File: config.mk
export PLATFORM = sky130hd
export DESIGN_NAME = dequant_expand
export DESIGN_NICKNAME = d
export VERILOG_FILES = /design/src/rtl/cu33_quant_pkg.sv /design/src/rtl/dequant_scale_rf.sv /design/src/rtl/dequant_expand.sv
export SDC_FILE = /design/constraint.sdc
export NUM_CORES = 1
export LEC_CHECK = 0
export ABC_AREA = 1
export BUFFER_PORTS_ARGS = -buffer_cell sky130_fd_sc_hd__buf_2
export CORE_UTILIZATION = 57
export CTS_BUF_LIST = sky130_fd_sc_hd__clkbuf_8 sky130_fd_sc_hd__clkbuf_16
export DETAILED_ROUTE_END_ITERATION = 10
export PLACE_DENSITY = 0.74
export SLEW_MARGIN = 30
export SYNTH_ARGS = -nofsm -noshare
export SYNTH_HDL_FRONTEND = slang
export SYNTH_SLANG_ARGS = --single-unit
File: constraint.sdc
create_clock -name clk -period 7 [get_ports clk]
set_input_delay 1.4 -clock clk [delete_from_list [all_inputs] [get_ports clk]]
set_output_delay 1.4 -clock clk [all_outputs]
set_load 0.01 [all_outputs]
File: src/rtl/cu33_quant_pkg.sv
// Shared quantisation types and width helpers.
//   ACT_DW / SCALE_DW / ACC_DW : default activation, scale and accumulator widths
//   act_t / scale_t / acc_t    : signed data types at the default widths
//   width_ok()                 : true when an accumulator can hold (act+1)*scale exactly
package cu33_quant_pkg;

    localparam int unsigned ACT_DW   = 8;
    localparam int unsigned SCALE_DW = 8;
    localparam int unsigned ACC_DW   = 24;

    typedef logic signed [ACT_DW-1:0]   act_t;
    typedef logic signed [SCALE_DW-1:0] scale_t;
    typedef logic signed [ACC_DW-1:0]   acc_t;

    // The widened difference needs one extra bit; the product then needs the scale width on top.
    function automatic bit width_ok(input int unsigned in_dw,
                                    input int unsigned scale_dw,
                                    input int unsigned out_dw);
        return out_dw >= (in_dw + 1 + scale_dw);
    endfunction

endpackage

File: src/rtl/dequant_scale_rf.sv
// Per-channel signed scale register file.
//   clk, rst     : clock, asynchronous active-high reset (all entries reset to 1)
//   wr_en_i      : write strobe for wr_addr_i / wr_data_i
//   rd_addr_i    : read index
//   rd_data_o    : combinational read data (reflects writes from the next cycle on)
module dequant_scale_rf
    import cu33_quant_pkg::*;
#(
    parameter int unsigned DW = SCALE_DW,
    parameter int unsigned N  = 16
) (
    input  logic                       clk,
    input  logic                       rst,
    input  logic                       wr_en_i,
    input  logic [$clog2(N)-1:0]       wr_addr_i,
    input  logic signed [DW-1:0]       wr_data_i,
    input  logic [$clog2(N)-1:0]       rd_addr_i,
    output logic signed [DW-1:0]       rd_data_o
);

    logic signed [DW-1:0] rf_q [N];

    // Storage: identity scale out of reset.
    always_ff @(posedge clk or posedge rst) begin
        if (rst) begin
            for (int i = 0; i < int'(N); i++) begin
                rf_q[i] <= DW'(1);
            end
        end else if (wr_en_i) begin
            rf_q[wr_addr_i] <= wr_data_i;
        end
    end

    assign rd_data_o = rf_q[rd_addr_i];

endmodule

File: src/rtl/dequant_expand.sv
// Widening dequantizer: out = sext((in - zp) * scale[ch]), 2-stage valid/ready pipeline.
//   clk, rst            : clock, asynchronous active-high reset
//   in_valid/in_ready   : input handshake (in_ready is combinational from out_ready)
//   in_data             : signed activation
//   ch_clr              : restart channel sequence at 0
//   cfg_we/addr/scale   : scale register write port
//   zp                  : signed zero point, only with DEQUANT_ZP_EN defined
//   out_valid/out_ready : output handshake
//   out_data, out_ch    : registered signed result and its channel tag
// Build option: DEQUANT_ZP_EN adds the zp port and subtracts it in stage 1.
module dequant_expand #(
    parameter int unsigned INPUT_DW  = cu33_quant_pkg::ACT_DW,
    parameter int unsigned SCALE_DW  = cu33_quant_pkg::SCALE_DW,
    parameter int unsigned OUTPUT_DW = cu33_quant_pkg::ACC_DW,
    parameter int unsigned NUM_CH    = 16
) (
    input  logic                          clk,
    input  logic                          rst,
    input  logic                          in_valid,
    output logic                          in_ready,
    input  logic signed [INPUT_DW-1:0]    in_data,
    input  logic                          ch_clr,
    input  logic                          cfg_we,
    input  logic [$clog2(NUM_CH)-1:0]     cfg_addr,
    input  logic signed [SCALE_DW-1:0]    cfg_scale,
`ifdef DEQUANT_ZP_EN
    input  logic signed [INPUT_DW-1:0]    zp,
`endif
    output logic                          out_valid,
    input  logic                          out_ready,
    output logic signed [OUTPUT_DW-1:0]   out_data,
    output logic [$clog2(NUM_CH)-1:0]     out_ch
);

    localparam int unsigned CH_W   = $clog2(NUM_CH);
    localparam int unsigned DIFF_W = INPUT_DW + 1;
    localparam int unsigned PROD_W = DIFF_W + SCALE_DW;

    // Elaboration guards: the product must fit without saturation, and the counter needs 2+ channels.
    if (!cu33_quant_pkg::width_ok(INPUT_DW, SCALE_DW, OUTPUT_DW)) begin : g_bad_width
        $error("dequant_expand: OUTPUT_DW too narrow for INPUT_DW+1+SCALE_DW");
    end
    if (NUM_CH < 2) begin : g_bad_num_ch
        $error("dequant_expand: NUM_CH must be at least 2");
    end

    logic [CH_W-1:0]            ch_q, ch_d;
    logic [CH_W-1:0]            tag_ch_c;
    logic                       accept_c;
    logic                       s2_load_c;
    logic signed [DIFF_W-1:0]   diff_c;
    logic signed [SCALE_DW-1:0] rf_scale_c;
    logic signed [PROD_W-1:0]   prod_c;

    logic                       s1_valid_q, s1_valid_d;
    logic signed [DIFF_W-1:0]   s1_diff_q, s1_diff_d;
    logic signed [SCALE_DW-1:0] s1_scale_q, s1_scale_d;
    logic [CH_W-1:0]            s1_ch_q, s1_ch_d;

    logic                       s2_valid_q, s2_valid_d;
    logic signed [OUTPUT_DW-1:0] s2_data_q, s2_data_d;
    logic [CH_W-1:0]            s2_ch_q, s2_ch_d;

    // Scale lookup is indexed by the tag the current beat will carry, so ch_clr takes effect immediately.
    dequant_scale_rf #(
        .DW (SCALE_DW),
        .N  (NUM_CH)
    ) u_scale_rf (
        .clk       (clk),
        .rst       (rst),
        .wr_en_i   (cfg_we),
        .wr_addr_i (cfg_addr),
        .wr_data_i (cfg_scale),
        .rd_addr_i (tag_ch_c),
        .rd_data_o (rf_scale_c)
    );

    // Handshake, channel counter and both stage next-states.
    always_comb begin
        s2_load_c = !s2_valid_q || out_ready;
        in_ready  = !s1_valid_q || s2_load_c;
        accept_c  = in_valid && in_ready;
        tag_ch_c  = ch_clr ? '0 : ch_q;

`ifdef DEQUANT_ZP_EN
        diff_c = DIFF_W'(in_data) - DIFF_W'(zp);
`else
        diff_c = DIFF_W'(in_data);
`endif

        ch_d = ch_q;
        if (accept_c) begin
            ch_d = (tag_ch_c == CH_W'(NUM_CH - 1)) ? '0 : tag_ch_c + CH_W'(1);
        end else if (ch_clr) begin
            ch_d = '0;
        end

        s1_valid_d = s1_valid_q;
        s1_diff_d  = s1_diff_q;
        s1_scale_d = s1_scale_q;
        s1_ch_d    = s1_ch_q;
        if (in_ready) begin
            s1_valid_d = in_valid;
        end
        if (accept_c) begin
            s1_diff_d  = diff_c;
            s1_scale_d = rf_scale_c;
            s1_ch_d    = tag_ch_c;
        end

        // Both operands widened to the full product width; exact by the width rule.
        prod_c = PROD_W'(s1_diff_q) * PROD_W'(s1_scale_q);

        s2_valid_d = s2_valid_q;
        s2_data_d  = s2_data_q;
        s2_ch_d    = s2_ch_q;
        if (s2_load_c) begin
            s2_valid_d = s1_valid_q;
            if (s1_valid_q) begin
                s2_data_d = OUTPUT_DW'(prod_c);
                s2_ch_d   = s1_ch_q;
            end
        end
    end

    // Pipeline and counter registers.
    always_ff @(posedge clk or posedge rst) begin
        if (rst) begin
            ch_q       <= '0;
            s1_valid_q <= 1'b0;
            s1_diff_q  <= '0;
            s1_scale_q <= '0;
            s1_ch_q    <= '0;
            s2_valid_q <= 1'b0;
            s2_data_q  <= '0;
            s2_ch_q    <= '0;
        end else begin
            ch_q       <= ch_d;
            s1_valid_q <= s1_valid_d;
            s1_diff_q  <= s1_diff_d;
            s1_scale_q <= s1_scale_d;
            s1_ch_q    <= s1_ch_d;
            s2_valid_q <= s2_valid_d;
            s2_data_q  <= s2_data_d;
            s2_ch_q    <= s2_ch_d;
        end
    end

    assign out_valid = s2_valid_q;
    assign out_data  = s2_data_q;
    assign out_ch    = s2_ch_q;

endmodule

# Yosys cells after proc, flatten, opt, wreduce, memory -nomap -nowiden
# Cells that the tools add are included.
# W data, S select, Z words.
[classes] n_mul=1 magnitude_cmp=3 n_eq_ne=1 n_reduce_logical=7 add_sub_neg=1 n_bitwise=2 mux=9
[op_table] cell="$bwmux W128" count=1
[op_table] cell="$bmux W8 S4" count=1
[op_table] cell="$demux W8 S4" count=1
[op_table] cell="$mux W8" count=3
[op_table] cell="$mul A8 B8 Y16" count=1
[op_table] cell="$mux W4" count=3
[op_table] cell="$ge A5 B5 Y1 const B" count=2
[op_table] cell="$not A4 Y5" count=2
[op_table] cell="$lt A5 B1 Y1 const B" count=1
[op_table] cell="$add A4 B1 Y4 const B" count=1
[op_table] cell="$eq A4 B4 Y1 const B" count=1
[op_table] cell="$logic_and A1 B1 Y1" count=2
[op_table] cell="$logic_not A1 Y1" count=2
[op_table] cell="$logic_or A1 B1 Y1" count=2
[op_table] cell="$reduce_and A2 Y1" count=1
[totals] inputBits=26 ff_bits=174 output_inout_bits=30

# Longest topological paths before layout
# Gate-level depths: netlist of run 1.
[depth] word_depth=6 mapped_depth=23

# By module
# A second synthesis of run 1 with hierarchy kept.
[unflattened] hier_cells=1453 hier_area_um2=11015.6
[modules_own_cells] mod="dequant_scale_rf" seq_area_each_um2=3223.1 area_each_um2=6373.6 cells_per_inst=843 instances=1
[modules_own_cells] mod="dequant_expand" seq_area_each_um2=1151.1 area_each_um2=4642.0 cells_per_inst=610 instances=1

# Worst setup path before layout of run 1
# OpenSTA, ideal clock, no wires.
[synth_timing] kind="register to register" startpoint="register s1_diff_q[0]" endpoint="register s2_data_q[12] (netlist: out_data[12])" n_path_buf=1 t_arrival_ns=4.040 stages_incl_launch_ff=16 slack_ns=2.878 period_less_slack_ns=4.122 required_time_ns=6.918 setup_time_ns=0.082 cell_sequence="dfrtp_1 -> clkbuf_1 -> or2_2 -> fa_1 -> fa_1 -> inv_1 -> fa_1 -> inv_1 -> fa_1 -> inv_1 -> ha_1 -> nand2_1 -> o21ai_0 -> nand2_1 -> a21o_1 -> a31oi_1"
[synth_between] elab_chain_len=1
[synth_lines] item="start, declared" line="dequant_expand.sv:56" source="logic signed [DIFF_W-1:0] s1_diff_q, s1_diff_d;"
[synth_lines] item="start signal, assigned" line="dequant_expand.sv:140" source="s1_diff_q <= s1_diff_d;"
[synth_lines] item="$mul A8 B8 Y16" line="dequant_expand.sv:112" source="prod_c = PROD_W'(s1_diff_q) * PROD_W'(s1_scale_q);"
[synth_lines] item="end signal, assigned" line="dequant_expand.sv:144" source="s2_data_q <= s2_data_d;"
[synth_lines] item="end, declared" line="dequant_expand.sv:61" source="logic signed [OUTPUT_DW-1:0] s2_data_q, s2_data_d;"
# No other way between the ends.
# A chain may end at the register's enable or synchronous reset.

# Worst setup path after layout of run 1
[layout_timing] startpoint="register s1_scale_q[7]" endpoint="register s2_data_q[12] (netlist: out_data[12])"
[layout_between] elab_chain_len=1
[layout_lines] item="start, declared" line="dequant_expand.sv:57" source="logic signed [SCALE_DW-1:0] s1_scale_q, s1_scale_d;"
[layout_lines] item="start signal, assigned" line="dequant_expand.sv:141" source="s1_scale_q <= s1_scale_d;"
[layout_lines] item="$mul A8 B8 Y16" line="dequant_expand.sv:112"
# No other way between the ends.

==> metrics.yaml, run 1 <==
layout:
  post-route-cell-area_mm2: 0.0114
  final_cell_mix: "nand2_1, inv_1, dfrtp_1, o21ai_0, nand3_1"
  nets: 1451
  area_delta_synth_final_pct: 7.97
  final_common_cell: "nand2_1"
  drive_gt1_frac: 0.0953
  antenna_cells: 0
floorplanning:
  core-area_mm2: 0.0180
  initial_core_util: 0.585
  rows: 49
  die_area_mm2: 0.0190
  die_h_um: 138
  die_x_um: 138
  io-pin-count: 56
placed_design:
  place.gp.congestion: 0.853
  hpwl_um: 16600
  placed_area_mm2: 0.0108
  port_buffers: 55
logic_synthesis:
  synth_seq_cells: 174
  async_flop_share: 1.00
  yosysUniqueCellTypes: 30
  yosysWarningCount: 0
  avgSynthCellArea_um2: 7.92
  netlist_area_mm2: 0.0105
  syn_inst: 1331
  synth_nets: 1442
  synth_top_cell_area_share: 0.375
  ys_seq_area_frac: 0.415
  synthFlopType: "dfrtp_1"
  yosysTopAreaCell: "dfrtp_1"
  synth_top_cells_by_area: "dfrtp_1, nand2_1, fa_1"
  synth_edf_count: 0
setup_path:
  worstPathRequired_ns: 7.36
  path_cells: "inv_1 -> or2_2 -> fa_1 -> fa_1 -> inv_1 -> fa_1 -> inv_1 -> fa_1 -> inv_1 -> ha_1 -> a21oi_1 -> o21ai_0 -> nand2_1 -> nand3_1 -> a31oi_1"
  start_kind: "flop"
  critical_path.top_delay_family: "adder cells"
  crit_slowest_cell: "fa_1"
  crit_arrival_ns: 4.68
  end_kind: "flop"
  crit_buf_inv: 4
  path_class: "flop to flop"
  path_max_fanout: 8
  max_stage_delay_ns: 0.54
drt:
  wl_um: 23500
  drtIter0Drc: 604
  ant_nets: 0
  vias_per_cell: 5.31
  firstDrtPassIters: 6
  wl_per_cell_um: 14.9
  drc_errors: 0
  vias: 8405
clocking:
  insertion_delay_ns: 0.44
  htreeDepth: 4
  cts_tree: "built"
  postCtsResizedCells: 0
  cts_made_buffers: 17
  clkTransAtPathRegs_ns: 0.08
  hold_buffers: 0
  post_cts_buffers: 0
  cts_root_buf: "clkbuf_16"
  cts_num_sinks: 174
  clk_path_buf_depth: 2
timing:
  max_freq_mhz: 231
  skew_ns: 0.0100
  min_period_ns: 4.32
  slew_viol_final: 0
  hold_violations: 0
  finalCritPeriodShare: 0.617
  rsz0062_at_grt: "false"
  final.setup.tns_ns: 0
  worst_pin_slew_ns: 0.937
  finalSetupViolations: 0
  relSlewSlack: 0.374
global_route:
  grt_pass1_vias: 7817
  grt_pass1_wl_um: 39000
  grt_max_degree: 91
  grt_usage: 0.269
  grt.overflow.total: 0
  antenna_found_initial: 0
pwr:
  p_leak_nw: 6.10
  p_per_area_mw_per_mm2: 356
  ir_drop_mv: 0.278
min_path:
  hp-class: "flop to flop"
outcome:
  status: "finished clean"
job:
  drv_cap: 0
[where the power goes]
group          internal (mW)  switching (mW)
Combinational          0.659            1.06
Clock                  0.472           0.447
Sequential              1.25           0.154
Total                   2.39            1.66
[worst register-to-register path: stages (launching register included)]
cell and delay, ns:
dfrtp_1 0.40, inv_1 0.15, or2_2 0.32, fa_1 0.51, fa_1 0.54, inv_1 0.05, fa_1 0.52, inv_1 0.05
fa_1 0.52, inv_1 0.04, ha_1 0.34, a21oi_1 0.25, o21ai_0 0.19, nand2_1 0.11, nand3_1 0.07, a31oi_1 0.16
[cell families after synthesis]
logic type,count (synthesis),share of synthesized area
flops,174,0.415
xor+xnor,10,0.00831
buf+inv,293,0.112
compound gates,217,0.111
fa+ha+maj,85,0.140
simple gates,552,0.214
[path summary, 6_finish.rpt]
kind | startpoint | slack, ns | endpoint | cells after the start
hold reg to reg | ch_q[3] | 0.47 | ch_q[3] | 1
hold / removal | ch_q[3] | 0.47 | ch_q[3] | 1
setup / recovery | s1_scale_q[7] | 2.68 | out_data[12] | 15
min in group asynchronous | rst | 1.14 | u_scale_rf.rf_q[81] | 2
max in group asynchronous | rst | 4.62 | u_scale_rf.rf_q[106] | 3
setup reg to reg | s1_scale_q[7] | 2.68 | out_data[12] | 15
[flip-flops by register name, indices dropped and copies added (netlist names)]
register / cells
out_valid: 1
s1_ch_q: 4
out_ch: 4
s1_valid_q: 1
u_scale_rf.rf_q: 128
s1_scale_q: 8
ch_q: 4
out_data: 16
s1_diff_q: 8
[metrics by stage]
stage,setup WS [ns],hold slack (ns),util,instances,power (mW)
2_1_floorplan,0.910,0.428,-,1331,2.77
3_3_place_gp,2.77,0.443,0.599,1550,3.09
3_5_place_dp,2.68,0.451,0.600,1550,3.15
4_1_cts,2.67,0.461,0.631,1582,4.07
5_1_grt,2.38,0.498,0.631,1582,4.45
6_report,2.68,0.467,0.631,1582,4.05
[cells in the mapped netlist, types with 2 or more instances]
cell      instances
o21ai_1           3
dfrtp_1         158
nor2_1           37
buf_1             3
a21o_1            2
ha_1             30
o21ai_0         142
nand4_1           2
o21bai_1          3
dfstp_2          16
fa_1             55
nand3_1          76
buf_2            17
a21oi_1          39
xor2_1            4
clkinv_1          3
inv_2             5
a31oi_1           3
xnor2_1           6
buf_4            14
inv_1           216
nor3_4            3
nand2_1         422
nor2_2            4
o211ai_1         25
nor2_4            3
nand2_2           4
clkbuf_1         34
[routing by layer]
metal | up-vias | global-route usage | wire (um)
li1 | 4122 | - | -
met1 | 4008 | 0.378 | 10900
met2 | 235 | 0.428 | 11000
met3 | 40 | 0.0435 | 1260
met4 | 0 | 0.0833 | 472
met5 | - | 0 | 0
[layout make-up]
type                            count  area, um^2
Clock buffer                       17         425
Sequential cell                   174        4370
Inverter                          224         846
Multi-Input combinational cell    864        4990
Timing Repair Buffer               59         309
Tap cell                          229         287
Fill cell                        1610        6650
Clock inverter                     15         146
(Power assumes the default switching activity.)
==> run 2, diff against run 1 <==
--- a/config.mk
+++ b/config.mk
@@ -5,12 +5,12 @@
 export SDC_FILE = /design/constraint.sdc
 export NUM_CORES = 1
 export LEC_CHECK = 0
-export ABC_AREA = 1
+export ABC_AREA = 0
 export BUFFER_PORTS_ARGS = -buffer_cell sky130_fd_sc_hd__buf_2
-export CORE_UTILIZATION = 57
+export CORE_UTILIZATION = 56
 export CTS_BUF_LIST = sky130_fd_sc_hd__clkbuf_8 sky130_fd_sc_hd__clkbuf_16
 export DETAILED_ROUTE_END_ITERATION = 10
-export PLACE_DENSITY = 0.74
+export PLACE_DENSITY = 0.76
 export SLEW_MARGIN = 30
 export SYNTH_ARGS = -nofsm -noshare
 export SYNTH_HDL_FRONTEND = slang
==> constraint.sdc (replaced) <==
create_clock -name clk -period 3.5 [get_ports clk]
set_input_delay 0.7 -clock clk [delete_from_list [all_inputs] [get_ports clk]]
set_output_delay 0.7 -clock clk [all_outputs]
set_load 0.01 [all_outputs]
==> metrics.yaml, run 2 <==
pwr:
  switching_share: 0.379
  pwr-share-clk: 0.180
  p_leak_nw: 5.74
  p_seq_frac: 0.267
  ir_drop_mv: 0.993
  comb_power_share: 0.553
  p_per_area_mw_per_mm2: 863
  cellInternalPower_mw: 6.53
  p_total_mw: 10.5
  p_switching_mw: 3.99
logic_synthesis:
  yosysUniqueCellTypes: 51
  avgSynthCellArea_um2: 12.6
  yosysTopAreaCell: "dfrtp_1"
  ys_seq_area_frac: 0.425
  synth_seq_cells: 174
  synth_nets: 930
  synth_common_cells: "dfrtp_1, mux2_1, inv_1"
  synth.most_common_cell: "dfrtp_1"
  synth_top_cell_area_share: 0.384
  netlist_area_mm2: 0.0103
  synthFlopType: "dfrtp_1"
  yosysWarningCount: 0
  syn_inst: 819
  synth_top_cells_by_area: "dfrtp_1, mux2_1, fa_1"
  synth_edf_count: 0
  async_flop_share: 1.00
clocking:
  hold_buffers: 0
  cts_tree: "built"
  clkTransAtPathRegs_ns: 0.08
  htreeDepth: 4
  cts_made_buffers: 17
  cts_root_buf: "clkbuf_16"
  clk_path_buf_depth: 2
  cts_num_sinks: 174
  insertion_delay_ns: 0.44
setup_path:
  cp_common_cell: "fa_1"
  crit_arrival_ns: 4.52
  crit_slowest_cell: "fa_1"
  path_cells: "buf_6 -> and2_1 -> fa_1 -> fa_1 -> fa_1 -> inv_2 -> fa_1 -> inv_2 -> ha_4 -> o21a_1 -> o21a_1 -> o21ai_1 -> a221o_1 -> a211o_1"
  worstPathRequired_ns: 3.83
  critical_path.top_delay_family: "adder cells"
  end_kind: "flop"
  path_max_fanout: 4
  r2r-start: "s1_diff_q[4]"
  critical_path.startpoint: "s1_diff_q[4]"
  start_kind: "flop"
  path_class: "flop to flop"
  max_stage_delay_ns: 0.54
  crit_buf_inv: 3
drt:
  drtIter0Drc: 341
  wl_um: 22100
  firstDrtPassIters: 4
  ant_nets: 0
  vias_per_cell: 5.68
  drc_errors: 0
  wl_per_cell_um: 18.9
  vias: 6641
timing:
  worst_pin_slew_ns: 0.895
  finalSetupViolations: 10
  finalCritPeriodShare: 1.20
  final.setup.tns_ns: -4.40
  skew_ns: 0.0142
  relSlewSlack: 0.401
  max_freq_mhz: 238
  setup_slack_ns: -0.696
  hold_violations: 0
  slew_viol_final: 0
  min_period_ns: 4.20
  rsz0062_at_grt: "true"
layout:
  final_common_cell: "dfrtp_1"
  fin_cells: 1170
  regMostFlops: "u_scale_rf.rf_q"
  antenna_cells: 0
  largest_reg_flops: 128
  nets: 1039
  fillers: 1256
  final_cell_mix: "dfrtp_1, mux2_1, nand2_1, inv_1, buf_4"
  area_delta_synth_final_pct: 18.4
  drive_gt1_frac: 0.320
global_route:
  grt_usage: 0.258
  grt_max_degree: 116
  grt.overflow.total: 0
  antenna_found_initial: 0
  grt_pass1_vias: 6987
  grt_pass1_wl_um: 36000
floorplanning:
  die_area_mm2: 0.0189
  core-area_mm2: 0.0180
  die_x_um: 138
  initial_core_util: 0.573
  rows: 49
  die_h_um: 138
  io-pin-count: 56
min_path:
  hp-class: "primary input to async pin"
outcome:
  status: "finished, violations left"
  violations: "negative setup slack"
placed_design:
  place.gp.congestion: 0.854
  place_inst: 1120
  hpwl_um: 15100
  port_buffers: 55
job:
  drv_cap: 0
[run 2: cell types whose count changed after synthesis, sizes merged, moves of 14 or more]
| cell | change |
|---|---|
| a21oi | -30 |
| and2 | +43 |
| clkbuf | -14 |
| inv | -137 |
| mux2 | +137 |
| mux2i | +16 |
| mux4 | +32 |
| nand2 | -347 |
| nand3 | -72 |
| nor2 | -31 |
| o211ai | -24 |
| o21ai | -129 |
[run 2: layer usage]
metal,vias to the layer above,wire (um),track usage
li1,3012,-,-
met1,3468,9220,0.317
met2,139,11800,0.463
met3,22,783,0.0464
met4,0,326,0.0739
met5,-,0,0
[run 2: repair_timing]
action / in CTS / in global routing
endpoints found under the hold margin: 0 / 0
buffers inserted: 15 / 4
resized for setup: 35 / 25
endpoints found under the setup margin: 10 / 11
pin swaps: 41 / 30
cloned: 0 / 0
[run 2: area by class of cell]
class,instances,area (um^2),area share
clock inverters,15,161,0.0132
well taps,229,287,0.0235
inverters,84,319,0.0262
flip-flops and latches,174,4380,0.360
multi-input cells,517,5670,0.465
repair buffers,134,942,0.0773
clock buffers,17,425,0.0349
[run 2: power groups by stage]
stage	registers, mW	logic, mW	clock network [mW]
6_report	2.81	5.82	1.89
3_3_place_gp	2.81	4.77	0
3_5_place_dp	2.84	4.89	0
4_1_cts	2.80	5.46	1.92
2_1_floorplan	2.80	3.56	0
5_1_grt	2.87	6.47	1.99
[run 2: through the flow]
| stage | hold slack [ns] | utilization | worst slack, ns | area (um^2) |
|---|---|---|---|---|
| 6_report | 0.280 | 0.678 | -0.696 | 12200 |
| 5_1_grt | 0.301 | 0.678 | -0.815 | 12200 |
| 4_1_cts | 0.277 | 0.671 | -0.653 | 12100 |
| 3_5_place_dp | 0.462 | 0.625 | -0.703 | 11200 |
| 3_3_place_gp | 0.456 | 0.625 | -0.631 | 11200 |
| 2_1_floorplan | 0.442 | - | -0.519 | 10500 |
[run 2: logic make-up (layout without fill, tap and decap cells)]
family	after synthesis	count (layout)	share of synthesized area
multiplexers	185	185	0.241
XOR/XNOR	14	14	0.0119
AND/OR/NAND/NOR	177	177	0.0875
flip-flops	174	174	0.425
AO/OA/AOI/OAI	56	56	0.0368
adder cells (fa/ha/maj)	85	85	0.143
buffers and inverters	128	250	0.0547
[run 2: path summary, 6_finish.rpt]
kind / endpoint / slack [ns] / cells past startpoint
worst max-delay path: out_data[14] / -0.70 / 14
worst min-delay path: out_data[5] / 0.28 / 2
min in group clk: s1_valid_q / 0.47 / 2
max in group asynchronous: s1_scale_q[7] / 2.24 / 3
worst max register to register: out_data[14] / -0.70 / 14
worst min register to register: s1_ch_q[3] / 0.48 / 2
